### src/rtl/pipeline_ctrl_pkg.sv
// Shared types for the pipeline controller: FSM state encoding and the
// operand-forwarding select codes seen by the EXE-stage operand muxes.
package pipeline_ctrl_pkg;

    typedef enum logic [2:0] {
        INIT     = 3'd0,
        RUN      = 3'd1,
        MEM_WAIT = 3'd2,
        HALT     = 3'd3,
        STEP     = 3'd4
    } state_t;

    typedef logic [1:0] fwd_sel_t;

    localparam fwd_sel_t FWD_RF     = 2'b00;  // register file read data
    localparam fwd_sel_t FWD_WB     = 2'b01;  // regw_data_wb
    localparam fwd_sel_t FWD_MEMDIN = 2'b10;  // mem_din (load in EXE)
    localparam fwd_sel_t FWD_ALU    = 2'b11;  // alu_out_mem

    localparam int NUM_STAGES = 5;

endpackage

### src/rtl/pipeline_ctrl_if.sv
// Bundle of hazard information from the datapath and the control /
// counter outputs back to it. The datapath side is the master, the
// controller is the slave.
interface pipeline_ctrl_if #(
    parameter int CNT_W = 32
);
    logic             debug_en;
    logic             debug_step;
    logic             is_branch_id;
    logic             is_branch_exe;
    logic             is_branch_mem;
    logic [4:0]       addr_rs_id;
    logic [4:0]       addr_rt_id;
    logic [4:0]       regw_addr_exe;
    logic             wb_wen_exe;
    logic             mem_ren_exe;
    logic [4:0]       regw_addr_mem;
    logic             wb_wen_mem;
    logic             mem_ren_mem;
    logic             mem_wen_mem;
    logic             mem_ack;

    logic [1:0]       exe_fwd_a_ctrl;
    logic [1:0]       exe_fwd_b_ctrl;
    logic             if_rst, id_rst, exe_rst, mem_rst, wb_rst;
    logic             if_en, id_en, exe_en, mem_en, wb_en;
    logic [CNT_W-1:0] cnt_cycle;
    logic [CNT_W-1:0] cnt_stall;
    logic [CNT_W-1:0] cnt_flush;
    logic             halted;

    modport master (
        output debug_en, debug_step, is_branch_id, is_branch_exe, is_branch_mem,
               addr_rs_id, addr_rt_id, regw_addr_exe, wb_wen_exe, mem_ren_exe,
               regw_addr_mem, wb_wen_mem, mem_ren_mem, mem_wen_mem, mem_ack,
        input  exe_fwd_a_ctrl, exe_fwd_b_ctrl,
               if_rst, id_rst, exe_rst, mem_rst, wb_rst,
               if_en, id_en, exe_en, mem_en, wb_en,
               cnt_cycle, cnt_stall, cnt_flush, halted
    );

    modport slave (
        input  debug_en, debug_step, is_branch_id, is_branch_exe, is_branch_mem,
               addr_rs_id, addr_rt_id, regw_addr_exe, wb_wen_exe, mem_ren_exe,
               regw_addr_mem, wb_wen_mem, mem_ren_mem, mem_wen_mem, mem_ack,
        output exe_fwd_a_ctrl, exe_fwd_b_ctrl,
               if_rst, id_rst, exe_rst, mem_rst, wb_rst,
               if_en, id_en, exe_en, mem_en, wb_en,
               cnt_cycle, cnt_stall, cnt_flush, halted
    );

endinterface

### src/rtl/fwd_unit.sv
// Forwarding select for one source operand of the instruction in ID.
// The nearer producer (EXE) wins over MEM; $0 is never forwarded. A
// producer three stages ahead is already in the register file because
// the file writes before it reads, so no WB-stage path is needed.
module fwd_unit
    import pipeline_ctrl_pkg::*;
(
    input  logic [4:0] src,
    input  logic [4:0] regw_addr_exe,
    input  logic       wb_wen_exe,
    input  logic       mem_ren_exe,
    input  logic [4:0] regw_addr_mem,
    input  logic       wb_wen_mem,
    output fwd_sel_t   sel
);

    // Priority compare: EXE producer first, then MEM producer.
    always_comb begin
        sel = FWD_RF;
        if (src != 5'd0 && wb_wen_exe && regw_addr_exe == src) begin
            sel = mem_ren_exe ? FWD_MEMDIN : FWD_ALU;
        end else if (src != 5'd0 && wb_wen_mem && regw_addr_mem == src) begin
            sel = FWD_WB;
        end
    end

endmodule

### src/rtl/pipeline_ctrl.sv
// Five-stage pipeline controller: stall/flush sequencing for branches,
// data-memory waits and debug halt/single-step, operand forwarding
// selects, and cycle/stall/flush performance counters.
module pipeline_ctrl
    import pipeline_ctrl_pkg::*;
#(
    parameter int CNT_W = 32
) (
    input  logic            clk,
    input  logic            rst_n,
    pipeline_ctrl_if.slave  bus
);

    state_t                  state_reg, state_next;
    logic                    mem_busy;
    logic                    run_like;
    logic [NUM_STAGES-1:0]   en_vec;   // {if, id, exe, mem, wb}
    logic [NUM_STAGES-1:0]   rst_vec;  // {if, id, exe, mem, wb}
    logic                    cyc_inc, stall_inc, flush_inc;
    logic [CNT_W-1:0]        cnt_cycle_reg, cnt_stall_reg, cnt_flush_reg;
    logic [4:0]              fwd_src [2];
    fwd_sel_t                fwd_sel [2];

    // A pending MEM access that has not been acknowledged this cycle.
    assign mem_busy = (bus.mem_ren_mem | bus.mem_wen_mem) & ~bus.mem_ack;

    // State register.
    always_ff @(posedge clk or negedge rst_n) begin
        if (!rst_n) state_reg <= INIT;
        else        state_reg <= state_next;
    end

    // Next state and stage controls. An unacknowledged memory access
    // freezes every stage even in RUN/STEP so nothing leaves MEM early.
    always_comb begin
        state_next = state_reg;
        run_like   = 1'b0;
        en_vec     = '0;
        rst_vec    = '0;
        case (state_reg)
            INIT: begin
                rst_vec    = '1;
                state_next = RUN;
            end
            RUN: begin
                run_like = 1'b1;
                if (mem_busy)          state_next = MEM_WAIT;
                else if (bus.debug_en) state_next = HALT;
            end
            MEM_WAIT: begin
                if (bus.mem_ack) begin
                    run_like   = 1'b1;
                    state_next = RUN;
                end
            end
            HALT: begin
                if (bus.debug_step)    state_next = STEP;
                else if (!bus.debug_en) state_next = RUN;
            end
            STEP: begin
                run_like   = 1'b1;
                state_next = mem_busy ? MEM_WAIT : HALT;
            end
            default: state_next = INIT;
        endcase

        if (run_like && !mem_busy) begin
            en_vec = '1;
            if (bus.is_branch_id || bus.is_branch_exe) begin
                en_vec[4]  = 1'b0;  // hold fetch until target is known
                rst_vec[1+2] = 1'b1;
            end
            if (bus.is_branch_mem) begin
                en_vec[4]  = 1'b1;  // PC loads the branch target
                rst_vec[1+2] = 1'b1;
            end
        end
    end

    assign {bus.if_en,  bus.id_en,  bus.exe_en,  bus.mem_en,  bus.wb_en}  = en_vec;
    assign {bus.if_rst, bus.id_rst, bus.exe_rst, bus.mem_rst, bus.wb_rst} = rst_vec;
    assign bus.halted = (state_reg == HALT);

    // Counter qualifiers: nothing counts in INIT or HALT. Stalls are
    // unacknowledged wait cycles plus RUN-style cycles with fetch held
    // (excluding single-step cycles).
    assign cyc_inc   = (state_reg != INIT) && (state_reg != HALT);
    assign stall_inc = (state_reg == MEM_WAIT && !bus.mem_ack) ||
                       (run_like && state_reg != STEP && !en_vec[4]);
    assign flush_inc = rst_vec[3] && (state_reg != INIT);

    // Performance counters, wrapping naturally at 2^CNT_W.
    always_ff @(posedge clk or negedge rst_n) begin
        if (!rst_n) begin
            cnt_cycle_reg <= '0;
            cnt_stall_reg <= '0;
            cnt_flush_reg <= '0;
        end else begin
            if (cyc_inc)   cnt_cycle_reg <= cnt_cycle_reg + CNT_W'(1);
            if (stall_inc) cnt_stall_reg <= cnt_stall_reg + CNT_W'(1);
            if (flush_inc) cnt_flush_reg <= cnt_flush_reg + CNT_W'(1);
        end
    end

    assign bus.cnt_cycle = cnt_cycle_reg;
    assign bus.cnt_stall = cnt_stall_reg;
    assign bus.cnt_flush = cnt_flush_reg;

    // One forwarding unit per ID source operand (0: rs, 1: rt).
    assign fwd_src[0] = bus.addr_rs_id;
    assign fwd_src[1] = bus.addr_rt_id;

    generate
        for (genvar gi = 0; gi < 2; gi++) begin : g_fwd
            fwd_unit u_fwd (
                .src           (fwd_src[gi]),
                .regw_addr_exe (bus.regw_addr_exe),
                .wb_wen_exe    (bus.wb_wen_exe),
                .mem_ren_exe   (bus.mem_ren_exe),
                .regw_addr_mem (bus.regw_addr_mem),
                .wb_wen_mem    (bus.wb_wen_mem),
                .sel           (fwd_sel[gi])
            );
        end
    endgenerate

    assign bus.exe_fwd_a_ctrl = fwd_sel[0];
    assign bus.exe_fwd_b_ctrl = fwd_sel[1];

endmodule

### src/flat_wrapper.sv
// flat-port wrapper written by rule: the top's interface ports become plain ports
module pipeline_ctrl_flat import pipeline_ctrl_pkg::*;
#(
    parameter int CNT_W = 32
)
  (clk, rst_n, bus_debug_en, bus_debug_step, bus_is_branch_id, bus_is_branch_exe, bus_is_branch_mem, bus_addr_rs_id, bus_addr_rt_id, bus_regw_addr_exe, bus_wb_wen_exe, bus_mem_ren_exe, bus_regw_addr_mem, bus_wb_wen_mem, bus_mem_ren_mem, bus_mem_wen_mem, bus_mem_ack, bus_exe_fwd_a_ctrl, bus_exe_fwd_b_ctrl, bus_if_rst, bus_id_rst, bus_exe_rst, bus_mem_rst, bus_wb_rst, bus_if_en, bus_id_en, bus_exe_en, bus_mem_en, bus_wb_en, bus_cnt_cycle, bus_cnt_stall, bus_cnt_flush, bus_halted);
  pipeline_ctrl_if #(.CNT_W(CNT_W)) bus_i ();
  input  logic clk;
  input  logic rst_n;
  input wire logic [$bits(bus_i.debug_en)-1:0] bus_debug_en;
  input wire logic [$bits(bus_i.debug_step)-1:0] bus_debug_step;
  input wire logic [$bits(bus_i.is_branch_id)-1:0] bus_is_branch_id;
  input wire logic [$bits(bus_i.is_branch_exe)-1:0] bus_is_branch_exe;
  input wire logic [$bits(bus_i.is_branch_mem)-1:0] bus_is_branch_mem;
  input wire logic [$bits(bus_i.addr_rs_id)-1:0] bus_addr_rs_id;
  input wire logic [$bits(bus_i.addr_rt_id)-1:0] bus_addr_rt_id;
  input wire logic [$bits(bus_i.regw_addr_exe)-1:0] bus_regw_addr_exe;
  input wire logic [$bits(bus_i.wb_wen_exe)-1:0] bus_wb_wen_exe;
  input wire logic [$bits(bus_i.mem_ren_exe)-1:0] bus_mem_ren_exe;
  input wire logic [$bits(bus_i.regw_addr_mem)-1:0] bus_regw_addr_mem;
  input wire logic [$bits(bus_i.wb_wen_mem)-1:0] bus_wb_wen_mem;
  input wire logic [$bits(bus_i.mem_ren_mem)-1:0] bus_mem_ren_mem;
  input wire logic [$bits(bus_i.mem_wen_mem)-1:0] bus_mem_wen_mem;
  input wire logic [$bits(bus_i.mem_ack)-1:0] bus_mem_ack;
  output wire logic [$bits(bus_i.exe_fwd_a_ctrl)-1:0] bus_exe_fwd_a_ctrl;
  output wire logic [$bits(bus_i.exe_fwd_b_ctrl)-1:0] bus_exe_fwd_b_ctrl;
  output wire logic [$bits(bus_i.if_rst)-1:0] bus_if_rst;
  output wire logic [$bits(bus_i.id_rst)-1:0] bus_id_rst;
  output wire logic [$bits(bus_i.exe_rst)-1:0] bus_exe_rst;
  output wire logic [$bits(bus_i.mem_rst)-1:0] bus_mem_rst;
  output wire logic [$bits(bus_i.wb_rst)-1:0] bus_wb_rst;
  output wire logic [$bits(bus_i.if_en)-1:0] bus_if_en;
  output wire logic [$bits(bus_i.id_en)-1:0] bus_id_en;
  output wire logic [$bits(bus_i.exe_en)-1:0] bus_exe_en;
  output wire logic [$bits(bus_i.mem_en)-1:0] bus_mem_en;
  output wire logic [$bits(bus_i.wb_en)-1:0] bus_wb_en;
  output wire logic [$bits(bus_i.cnt_cycle)-1:0] bus_cnt_cycle;
  output wire logic [$bits(bus_i.cnt_stall)-1:0] bus_cnt_stall;
  output wire logic [$bits(bus_i.cnt_flush)-1:0] bus_cnt_flush;
  output wire logic [$bits(bus_i.halted)-1:0] bus_halted;
  assign bus_i.debug_en = bus_debug_en;
  assign bus_i.debug_step = bus_debug_step;
  assign bus_i.is_branch_id = bus_is_branch_id;
  assign bus_i.is_branch_exe = bus_is_branch_exe;
  assign bus_i.is_branch_mem = bus_is_branch_mem;
  assign bus_i.addr_rs_id = bus_addr_rs_id;
  assign bus_i.addr_rt_id = bus_addr_rt_id;
  assign bus_i.regw_addr_exe = bus_regw_addr_exe;
  assign bus_i.wb_wen_exe = bus_wb_wen_exe;
  assign bus_i.mem_ren_exe = bus_mem_ren_exe;
  assign bus_i.regw_addr_mem = bus_regw_addr_mem;
  assign bus_i.wb_wen_mem = bus_wb_wen_mem;
  assign bus_i.mem_ren_mem = bus_mem_ren_mem;
  assign bus_i.mem_wen_mem = bus_mem_wen_mem;
  assign bus_i.mem_ack = bus_mem_ack;
  assign bus_exe_fwd_a_ctrl = bus_i.exe_fwd_a_ctrl;
  assign bus_exe_fwd_b_ctrl = bus_i.exe_fwd_b_ctrl;
  assign bus_if_rst = bus_i.if_rst;
  assign bus_id_rst = bus_i.id_rst;
  assign bus_exe_rst = bus_i.exe_rst;
  assign bus_mem_rst = bus_i.mem_rst;
  assign bus_wb_rst = bus_i.wb_rst;
  assign bus_if_en = bus_i.if_en;
  assign bus_id_en = bus_i.id_en;
  assign bus_exe_en = bus_i.exe_en;
  assign bus_mem_en = bus_i.mem_en;
  assign bus_wb_en = bus_i.wb_en;
  assign bus_cnt_cycle = bus_i.cnt_cycle;
  assign bus_cnt_stall = bus_i.cnt_stall;
  assign bus_cnt_flush = bus_i.cnt_flush;
  assign bus_halted = bus_i.halted;
  pipeline_ctrl #(.CNT_W(CNT_W)) u_core (.clk(clk), .rst_n(rst_n), .bus(bus_i));
endmodule
### config.mk
export PLATFORM = sky130hd
export DESIGN_NAME = pipeline_ctrl_flat
export DESIGN_NICKNAME = d
export VERILOG_FILES = /design/src/rtl/pipeline_ctrl_pkg.sv /design/src/rtl/pipeline_ctrl_if.sv /design/src/rtl/fwd_unit.sv /design/src/rtl/pipeline_ctrl.sv /design/src/flat_wrapper.sv
export SDC_FILE = /design/constraint.sdc
export NUM_CORES = 1
export LEC_CHECK = 0
export ABC_CLOCK_PERIOD_IN_PS = 4200
export BUFFER_PORTS_ARGS = -buffer_cell sky130_fd_sc_hd__buf_2
export CELL_PAD_IN_SITES_DETAIL_PLACEMENT = 1
export CELL_PAD_IN_SITES_GLOBAL_PLACEMENT = 1
export CORE_AREA = 4 4 157 83
export DETAILED_ROUTE_END_ITERATION = 12
export DIE_AREA = 0 0 161 87
export MAX_ROUTING_LAYER = met4
export PLACE_DENSITY = 0.9
export REMOVE_ABC_BUFFERS = 1
export SYNTH_ARGS = -nofsm -noshare
export SYNTH_HDL_FRONTEND = slang
export SYNTH_SLANG_ARGS = --single-unit
### constraint.sdc
create_clock -name clk -period 4.2 [get_ports clk]
set_input_delay 0.84 -clock clk [delete_from_list [all_inputs] [get_ports clk]]
set_output_delay 0.84 -clock clk [all_outputs]
set_load 0.02 [all_outputs]
==> results of run 1 <==
## per-stage QoR
stage / std cells / setup slack [ps] / hold slack, ps
2_1_floorplan: 452 / 745 / 544
3_3_place_gp: 762 / 1150 / 455
3_5_place_dp: 762 / 1080 / 461
4_1_cts: 777 / 1070 / 461
5_1_grt: 777 / 987 / 486
6_report: 777 / 1080 / 456
## per-layer routing
layer | part of all wire | vias to the layer above | wire length [um] | track usage
li1 | - | 1896 | - | -
met1 | 0.43 | 2036 | 5530 | 0.232
met2 | 0.53 | 79 | 6880 | 0.364
met3 | 0.033 | 14 | 430 | 0.0378
met4 | 0.013 | 0 | 163 | 0.0526
met5 | 0 | - | 0 | -
## synth_stat cells (3+ instances only)
library cell	count
dfrtp_1	99
nor3_1	19
and4_1	8
nand2_1	37
inv_1	9
o2111ai_1	3
nor2_1	30
nand4_1	25
and3_1	15
mux2_2	3
or4_1	4
xnor2_1	71
nor4_1	8
o21ai_0	4
xor2_1	45
buf_4	6
nand3_1	36
ha_1	3
## layout make-up
cell class	instances	area [um2]
Clock inverter	6	65.1
Sequential cell	99	2480
Tap cell	165	206
Timing Repair Buffer	145	733
Clock buffer	9	225
Inverter	9	33.8
Fill cell	1360	5520
Multi-Input combinational cell	344	2370
## path summary, 6_finish.rpt
kind	start	end	slack, ps
max	bus_mem_ack	bus_id_rst	1080
min	rst_n	u_core.bus.cnt_stall[23]	460
max reg2reg	u_core.state_reg[2]	u_core.bus.cnt_flush[29]	1890
min reg2reg	u_core.bus.cnt_flush[31]	u_core.bus.cnt_flush[31]	470
max in group asynchronous	rst_n	u_core.bus.cnt_flush[31]	2920
min in group clk	u_core.bus.cnt_flush[31]	u_core.bus.cnt_flush[31]	470
## where the power goes
part           total (mW)  internal (mW)  switching, mW
sequential           1.21           1.05          0.157
clock               0.817          0.461          0.357
combinational       0.849          0.310          0.539
## cell families after synthesis
family	count (synthesis)	synth area share
adder cells (fa/ha/maj)	3	0.00757
buffers and inverters	20	0.0217
XOR/XNOR	116	0.205
flip-flops	99	0.500
multiplexers	5	0.0109
AO/OA/AOI/OAI	21	0.0331
AND/OR/NAND/NOR	199	0.222
## critical path: cells and delay by family
family	cells	cell delay, ps
AND/OR/NAND/NOR	2	540
AO/OA/AOI/OAI	2	590
buffers and inverters	2	300
==> results by group, run 1 <==
Run status
  – Status: complete, no violations

Logic synthesis
  – Cell area after synthesis: 4960 um2
  – Dominant cell type by area after synthesis: dfrtp_1
  – Post-synth top area share: 0.500
  – Post-Syn Instances: 463
  – Synth Register Bits: between 90 and 100
  – Sequential share of the synthesized area: 0.500
  – Avg Inst Size Synth: 10.7 um2
  – Post-synth top flop: dfrtp_1
  – Netlist cell types: 45
  – Post-synth ARST share: 1.00
  – Post-synth EDFFs: 0
  – Synth warn: 0
  – Synth top area cells: dfrtp_1 (50%), xnor2_1 (13%), xor2_1 (8.0%), nand3_1 (3.6%), nand4_1 (3.2%)

Clock tree
  – Post-CTS setup buffers: 0
  – H-tree Lvls: 3
  – Clock-pin slew on the worst setup and hold paths: 70 ps
  – Worst-skew pair later-pin latency: 340 ps
  – TritonCTS Buffers: 9
  – Root Buffer: clkbuf_16
  – CTS tree: built
  – Max Root-Sink Buffers: 2
  – Num Clock Sinks: 99
  – Quantity of gates resized following cts: 0
  – Hold_buf cts: 0

Cells and area
  – Share of cells above drive strength 1: 0.281
  – Synthesis-to-finish area growth: 23.3%
  – Number of diodes: 0
  – Final Core Density: 0.526
  – Final nets: 644
  – Design area: 6110 um2
  – Most common cell after layout, fill and taps aside: buf_2
  – Commonest non-fill, non-tap cells in the layout: buf_2 (142), dfrtp_1 (99), xnor2_1 (71)

GRT
  – Initial antenna violation count: 0
  – First-pass GRT wire length: between 20 and 25 mm
  – GR Util All Layers: 0.200
  – Vias in the first global route: 4521
  – Largest net degree at the start of global routing: 39
  – Total gr overflow: 0

Worst setup path
  – Cell mode on critical path: buf_2
  – CP startpoint kind: input pin
  – Worst endpoint data arrival time: 2280 ps
  – Nature of the critical path endpoint: primary output
  – Peak per-stage delay on the critical path: 390 ps
  – Worst setup path class: in2out
  – Slowest-stage cell, CP: o32a_1
  – CP Data Required Time: 3360 ps
  – R2R cell count: 5
  – CP cell instances: buf_2 > o21ba_2 > o32a_1 > nor2_1 > or2_2 > buf_2
  – Critical-path maximum fanout: 6

Floorplanning
  – Die span in y: ~87 um
  – Row cnt: 28
  – I/O pin cnt: approximately 140
  – Die ar.: 14000 um2
  – Initial Util: 0.426
  – Core ar.: 11600 um2
  – Die Wd: 161 um

STA
  – Final worst path period share: 0.743
  – Slew HR: 0.510
  – Fmax: 320 MHz
  – RSZ-0062 raised after global routing: false
  – Fin. Hold Viols: 0
  – Slew Limit Fails: 0
  – Clock skew: 9.06 ps
  – Final Setup Violations: 0
  – Setup TNS: 0 ps
  – Fin crit period: 3120 ps
  – Worst Max-Slew Pin Slew: 731 ps

Place
  – GPL Wtd Cong: approximately 0.84
  – Final HPWL DP: 10.2 mm
  – Port bufs: 143
  – DP Area: 5820 um2

Drt
  – Detailed Route Iter0 Violations: 141
  – ANT nets after route: 0
  – Drt pass-1 iters: 4
  – Routed wire length: 13.0 mm
  – Routed len/inst: between 15 and 20 um
  – Vias: approximately 4000
  – Via-to-Cell Ratio: 5.18
  – Remaining DRCs: 0

Run
  – Max-cap violations: 0

Power and ir drop
  – Peak VDD IR: 0.000222 V
  – Lkg Pwr: 3.11 nW
  – Power Total: ~2.9 mW
  – PwrDens: 471 nW/um2

Hold path
  – Hold/Removal Path Class: in2async
No activity file was read; power rests on OpenSTA's default activity.
==> run 2, diff against run 1 <==
--- a/config.mk
+++ b/config.mk
@@ -5,15 +5,16 @@
 export SDC_FILE = /design/constraint.sdc
 export NUM_CORES = 1
 export LEC_CHECK = 0
-export ABC_CLOCK_PERIOD_IN_PS = 4200
+export ABC_AREA = 1
+export ABC_CLOCK_PERIOD_IN_PS = 2900
 export BUFFER_PORTS_ARGS = -buffer_cell sky130_fd_sc_hd__buf_2
 export CELL_PAD_IN_SITES_DETAIL_PLACEMENT = 1
 export CELL_PAD_IN_SITES_GLOBAL_PLACEMENT = 1
-export CORE_AREA = 4 4 157 83
+export CORE_AREA = 4 4 191 100
 export DETAILED_ROUTE_END_ITERATION = 12
-export DIE_AREA = 0 0 161 87
+export DIE_AREA = 0 0 195 104
 export MAX_ROUTING_LAYER = met4
-export PLACE_DENSITY = 0.9
+export PLACE_DENSITY = 0.86
 export REMOVE_ABC_BUFFERS = 1
 export SYNTH_ARGS = -nofsm -noshare
 export SYNTH_HDL_FRONTEND = slang
==> constraint.sdc (replaced) <==
create_clock -name clk -period 2.9 [get_ports clk]
set_input_delay 0.58 -clock clk [delete_from_list [all_inputs] [get_ports clk]]
set_output_delay 0.58 -clock clk [all_outputs]
set_load 0.02 [all_outputs]
==> run 2 against run 1 <==
First-iteration DRC count grew 130%. Critical path depth stayed put. Clock power increased by 49%. Highest routed layer unchanged. Register-to-register slack worse by 960 ps. Flip-flop and latch count unchanged. Global-route usage increased by 2.1 points. Sequential share of layout area decreased by 9.1 points. Critical endpoint is now bus_wb_en. Critical path type is now reg2out. Wire length grew 66%. Combinational power grew 88%. Die area is 45% higher. Clock skew fell by 1.5 ps.
==> results by group, run 2 <==
Run status
  – Status: complete, no violations

STA
  – Setup TNS: 0 ps (unchanged)
  – Final Setup Violations: 0 (unchanged)
  – Final worst path period share: 0.769
  – Fin. Hold Viols: 0 (unchanged)
  – Slew HR: 0.558 (+0.0478)
  – Clock skew: 7.53 ps (-1.54 ps)
  – Slew Limit Fails: 0 (unchanged)
  – Worst Max-Slew Pin Slew: 663 ps (-68.5 ps)
  – Fmax: 448 MHz
  – Fin crit period: approximately 2200 ps
  – RSZ-0062 raised after global routing: false

Cells and area
  – Final Core Density: 0.457 (-0.0691)
  – Most common cell after layout, fill and taps aside: nand2_1
  – Design area: 7890 um2 (+29%)
  – Share of cells above drive strength 1: 0.154 (-0.127)
  – Commonest non-fill, non-tap cells in the layout: nand2_1 (458), nor2_1 (160), buf_2 (142)
  – Final nets: 1204 (+87%)
  – Synthesis-to-finish area growth: 18.0%
  – Number of diodes: 0 (unchanged)

Run
  – Max-cap violations: 0 (unchanged)

Worst setup path
  – Critical-path maximum fanout: 5 (-1)
  – CP top delay family: simple AND/OR/NAND/NOR gates
  – Worst setup path class: reg2out
  – Slowest-stage cell, CP: dfrtp_1
  – Peak per-stage delay on the critical path: 430 ps (+40 ps)
  – Worst endpoint data arrival time: 1650 ps (-630 ps)
  – CP Data Required Time: 2320 ps (-1040 ps)
  – CP startpoint kind: flip-flop
  – CP cell instances: nor2_1 > nand3_1 > nand2_4 > nand2_2 > inv_1 > buf_2
  – Buffers and inverters on the worst path: 2 (unchanged)
  – Nature of the critical path endpoint: primary output

Logic synthesis
  – Synth top area cells: dfrtp_1 (37%), nand2_1 (26%), nor2_1 (9.0%), nand3_1 (5.2%), inv_1 (4.5%)
  – Most frequent cells after synthesis: nand2_1 (458), nor2_1 (160), dfrtp_1 (99), inv_1 (80), nand3_1 (69)
  – Post-synth top area share: 0.371 (-0.129)
  – Cell area after synthesis: 6680 um2 (+35%)
  – Post-Syn Instances: 1032 (+120%)
  – Sequential share of the synthesized area: 0.371 (-0.129)
  – Cell with the most instances after synthesis: nand2_1
  – Post-synth ARST share: 1.00 (unchanged)
  – Post-synth EDFFs: 0 (unchanged)
  – Post-synth top flop: dfrtp_1
  – Dominant cell type by area after synthesis: dfrtp_1
  – Synth warn: 0 (unchanged)
  – Avg Inst Size Synth: 6.48 um2 (-40%)
  – Netlist cell types: 30 (-33%)
  – Synth Register Bits: 99 (unchanged)

Power and ir drop
  – Lkg Pwr: 4.11 nW (+32%)
  – Power Total: 4.53 mW (+58%)
  – Peak VDD IR: 0.000330 V (+49%)
  – PwrDens: 575 nW/um2 (+22%)

Clock tree
  – Worst-skew pair later-pin latency: 360 ps (+20 ps)
  – Num Clock Sinks: 99 (unchanged)
  – CTS tree: built
  – Hold_buf cts: 0 (unchanged)
  – TritonCTS Buffers: 9 (unchanged)
  – Quantity of gates resized following cts: 0 (unchanged)
  – Max Root-Sink Buffers: 2 (unchanged)
  – Clock-pin slew on the worst setup and hold paths: 80 ps (about the same)
  – H-tree Lvls: 3 (unchanged)
  – Post-CTS setup buffers: 0 (unchanged)
  – Root Buffer: clkbuf_16

GRT
  – GR Util All Layers: 0.221 (+0.0209)
  – Vias in the first global route: 7416 (+64%)
  – Largest net degree at the start of global routing: 55 (+41%)
  – Total gr overflow: 0 (unchanged)
  – First-pass GRT wire length: 36.4 mm (+63%)
  – Initial antenna violation count: 0 (unchanged)

Drt
  – Via-to-Cell Ratio: 4.96 (-4.2%)
  – Routed len/inst: 15.4 um (-8.2%)
  – Detailed Route Iter0 Violations: 321 (+130%)
  – Drt pass-1 iters: 4 (unchanged)
  – Vias: 6982 (+73%)
  – Routed wire length: 21.6 mm (+66%)
  – ANT nets after route: 0 (unchanged)
  – Remaining DRCs: 0 (unchanged)

Floorplanning
  – Die Wd: 195 um (+21%)
  – Core ar.: 17300 um2 (+48%)
  – Initial Util: 0.387 (-0.0392)
  – I/O pin cnt: 144 (unchanged)
  – Die span in y: 104 um (+20%)
  – Die ar.: 20300 um2 (+45%)
  – Row cnt: 34 (+21%)

Place
  – GPL Wtd Cong: 0.906 (+7.8%)
  – DP Area: 7590 um2 (+30%)
  – Final HPWL DP: 16.7 mm (+63%)
  – Port bufs: 143 (unchanged)

Hold path
  – Hold/Removal Path Class: in2async
==> run 2: cells by family after synthesis <==
logic type | count (synthesis) | share of synthesized area
DFF | 99 | 0.371
and+or+nand+nor | 748 | 0.464
AOI/OAI and AO/OA | 23 | 0.0191
xor gates and xnor gates | 55 | 0.0721
buffers and inverters | 104 | 0.0685
adders and majority gates | 3 | 0.00562
==> run 2: where the power goes <==
group	switching [mW]	internal [mW]
registers	0.198	1.52
logic	1.15	0.445
clock network	0.610	0.609
==> run 2: metal layers <==
| layer | track usage | share of wire | up-vias |
|---|---|---|---|
| li1 | - | - | 3452 |
| met1 | 0.259 | 0.44 | 3376 |
| met2 | 0.389 | 0.49 | 123 |
| met3 | 0.0466 | 0.045 | 31 |
| met4 | 0.0568 | 0.018 | 0 |
| met5 | - | 0 | - |
==> run 2: metrics by stage <==
| step | hold WS [ps] | setup slack [ps] | std cells |
|---|---|---|---|
| 2_1_floorplan | 284 | 662 | 1009 |
| 3_3_place_gp | 482 | 855 | 1391 |
| 3_5_place_dp | 507 | 825 | 1391 |
| 4_1_cts | 255 | 657 | 1407 |
| 5_1_grt | 289 | 536 | 1407 |
| 6_report | 247 | 670 | 1407 |
==> run 2: worst paths after layout <==
path / depth (start not counted) / slack (ps) / to / startpoint
worst max-delay path: 6 / 670 / bus_wb_en / u_core.state_reg[0]
worst max register to register: 10 / 930 / u_core.bus.cnt_stall[30] / u_core.bus.cnt_stall[0]
worst min register to register: 1 / 520 / u_core.bus.cnt_cycle[10] / u_core.bus.cnt_cycle[10]
max in group asynchronous: 2 / 1910 / u_core.bus.cnt_stall[28] / rst_n
min in group clk: 3 / 490 / u_core.state_reg[2] / bus_debug_step
worst min-delay path: 1 / 250 / u_core.bus.cnt_cycle[27] / rst_n
==> run 2: layout make-up <==
| type | count | area [um2] |
|---|---|---|
| fillers | 2377 | 9390 |
| multi-input cells | 829 | 3750 |
| flip-flops and latches | 99 | 2480 |
| repair buffers | 148 | 768 |
| inverters | 81 | 304 |
| well taps | 234 | 293 |
| clock buffers | 9 | 225 |
| clock inverters | 7 | 68.8 |
==> run 3, diff against run 2 <==
--- a/config.mk
+++ b/config.mk
@@ -6,7 +6,7 @@
 export NUM_CORES = 1
 export LEC_CHECK = 0
 export ABC_AREA = 1
-export ABC_CLOCK_PERIOD_IN_PS = 2900
+export ABC_CLOCK_PERIOD_IN_PS = 2280
 export BUFFER_PORTS_ARGS = -buffer_cell sky130_fd_sc_hd__buf_2
 export CELL_PAD_IN_SITES_DETAIL_PLACEMENT = 1
 export CELL_PAD_IN_SITES_GLOBAL_PLACEMENT = 1
==> constraint.sdc (replaced) <==
create_clock -name clk -period 2.28 [get_ports clk]
set_input_delay 0.456 -clock clk [delete_from_list [all_inputs] [get_ports clk]]
set_output_delay 0.456 -clock clk [all_outputs]
set_load 0.02 [all_outputs]
==> run 3 against run 2 <==
Wire length increased by 0.76%. Clock skew grew 1.4 ps. Sequential power is 27% higher. Clock-buffer cell count did not move. Setup slack worse by 480 ps. Utilization grew 0.13 points. Register-to-register slack worse by 540 ps. Sequential share of layout area fell by 0.089 points. Non-clock buffer count increased by 1. Final cell count barely moved. Critical endpoint unchanged. Largest cell class unchanged.
==> results by group, run 3 (synthesis gave the netlist of run 2 again) <==
Run status
  – Status: complete, no violations

Clock tree
  – Root Buffer: clkbuf_16
  – TritonCTS Buffers: 9 (unchanged)
  – Quantity of gates resized following cts: 0 (unchanged)
  – Hold_buf cts: 0 (unchanged)
  – CTS tree: built
  – Num Clock Sinks: 99 (unchanged)
  – Post-CTS setup buffers: 0 (unchanged)
  – Worst-skew pair later-pin latency: 360 ps (about the same)
  – Clock-pin slew on the worst setup and hold paths: 80 ps (about the same)
  – Max Root-Sink Buffers: 2 (unchanged)
  – H-tree Lvls: 3 (unchanged)

Drt
  – Via-to-Cell Ratio: 4.97 (about the same)
  – Detailed Route Iter0 Violations: 281 (-12%)
  – Vias: 6993 (+0.16%)
  – Routed len/inst: 15.5 um (+0.69%)
  – Remaining DRCs: 0 (unchanged)
  – ANT nets after route: 0 (unchanged)
  – Drt pass-1 iters: 4 (unchanged)
  – Routed wire length: 21.8 mm (+0.76%)

Worst setup path
  – Buffers and inverters on the worst path: 2 (unchanged)
  – Nature of the critical path endpoint: primary output
  – Slowest-stage cell, CP: dfrtp_1
  – Worst endpoint data arrival time: 1630 ps (-20 ps)
  – Worst setup path class: reg2out
  – CP Data Required Time: 1820 ps (-500 ps)
  – CP cell instances: nor2_1 > nand3_1 > nand2_4 > nand2_2 > inv_1 > buf_2
  – CP top delay family: simple AND/OR/NAND/NOR gates
  – Peak per-stage delay on the critical path: 440 ps (about the same)
  – CP startpoint kind: flip-flop
  – Critical-path maximum fanout: 5 (unchanged)

Cells and area
  – Share of cells above drive strength 1: 0.155 (+0.000720)
  – Commonest non-fill, non-tap cells in the layout: nand2_1 (458), nor2_1 (160), buf_2 (142)
  – Number of diodes: 0 (unchanged)
  – Filler cell count: 2392 (+0.63%)
  – Synthesis-to-finish area growth: 18.3%
  – Most common cell after layout, fill and taps aside: nand2_1
  – Final nets: 1205 (+0.083%)

Power and ir drop
  – Flop pwr share: 0.373 (-0.005)
  – Combinational share of power: 0.347 (-0.006)
  – P_sw: 2.48 mW (+26%)
  – Peak VDD IR: 0.000395 V (+20%)
  – Lkg Pwr: 4.12 nW (+0.18%)
  – PwrDens: 739 nW/um2 (+29%)
  – Net Sw Frac: 0.424 (-0.00895)
  – Clock power frac: 0.280 (+0.011)
  – Internal power: 3.37 mW (+31%)

STA
  – Fin. Hold Viols: 0 (unchanged)
  – Final Setup Violations: 0 (unchanged)
  – Final worst path period share: 0.915
  – Slew HR: 0.577 (+0.0191)
  – Setup TNS: 0 ps (unchanged)
  – Fin Hold WS: 55.7 ps (-191 ps)
  – RSZ-0062 raised after global routing: false
  – Slew Limit Fails: 0 (unchanged)
  – Clock skew: 8.91 ps (+1.38 ps)
  – Fmax: around 480 MHz
  – Fin crit period: 2090 ps
  – Worst Max-Slew Pin Slew: 632 ps (-30.9 ps)

Run
  – Max-cap violations: 0 (unchanged)

Floorplanning
  – Initial Util: 0.387 (unchanged)
  – Core ar.: 17300 um2 (unchanged)
  – Row cnt: 34 (unchanged)
  – Die Wd: 195 um (unchanged)
  – I/O pin cnt: 144 (unchanged)
  – Die ar.: 20300 um2 (unchanged)
  – Die span in y: 104 um (unchanged)

GRT
  – GR Util All Layers: 0.225 (+0.00376)
  – Vias in the first global route: 7527 (+1.5%)
  – Largest net degree at the start of global routing: 50 (-9.1%)
  – Total gr overflow: 0 (unchanged)
  – Initial antenna violation count: 0 (unchanged)
  – First-pass GRT wire length: 37.1 mm (+2.0%)

Place
  – Final HPWL DP: 17.0 mm (+1.7%)
  – Port bufs: 143 (unchanged)
  – GPL Wtd Cong: 0.905 (about the same)

Hold path
  – Hold/Removal Path Class: in2async
## run 3: power by group through the flow
stage          sequential, mW  combinational, mW  clock (mW)
6_report                 2.18               2.03        1.64
5_1_grt                  2.22               2.25        1.76
4_1_cts                  2.18               2.07        1.68
3_5_place_dp             2.21               2.06           0
3_3_place_gp             2.19               1.99           0
2_1_floorplan            2.33               1.13           0
## run 3: final cells by class
type,instances,area (um2),share of cell area
multi-input combinational,829,3750,0.474
timing repair buffer,149,776,0.0981
clock buffer,9,225,0.0285
sequential,99,2480,0.313
clock inverter,7,83.8,0.0106
inverter,81,304,0.0384
tap,234,293,0.0370
## run 3: path summary, 6_finish.rpt
kind / slack, ps / depth (start not counted) / endpoint / startpoint
hold reg to reg: 500 / 1 / u_core.bus.cnt_cycle[10] / u_core.bus.cnt_cycle[10]
setup / recovery: 190 / 6 / bus_wb_en / u_core.state_reg[0]
setup reg to reg: 390 / 10 / u_core.bus.cnt_stall[30] / u_core.bus.cnt_stall[0]
hold / removal: 60 / 1 / u_core.bus.cnt_cycle[31] / rst_n
max in group asynchronous: 1550 / 2 / u_core.bus.cnt_stall[25] / rst_n
min in group clk: 390 / 3 / u_core.state_reg[2] / bus_debug_step
## run 3: per-stage QoR
step	total power, mW	setup slack, ps	cells	utilization	area [um2]
2_1_floorplan	3.46	166	1009	-	6530
3_3_place_gp	4.19	482	1392	0.440	7600
3_5_place_dp	4.27	383	1392	0.440	7600
4_1_cts	5.93	169	1408	0.458	7910
5_1_grt	6.23	92.3	1408	0.458	7910
6_report	5.85	193	1408	0.458	7910
## run 3: per-layer routing
metal | global-route usage | vias to the layer above | part of all wire
li1 | - | 3463 | -
met3 | 0.0443 | 21 | 0.045
met2 | 0.395 | 120 | 0.50
met5 | - | - | 0
met4 | 0.0448 | 0 | 0.012
met1 | 0.272 | 3389 | 0.44
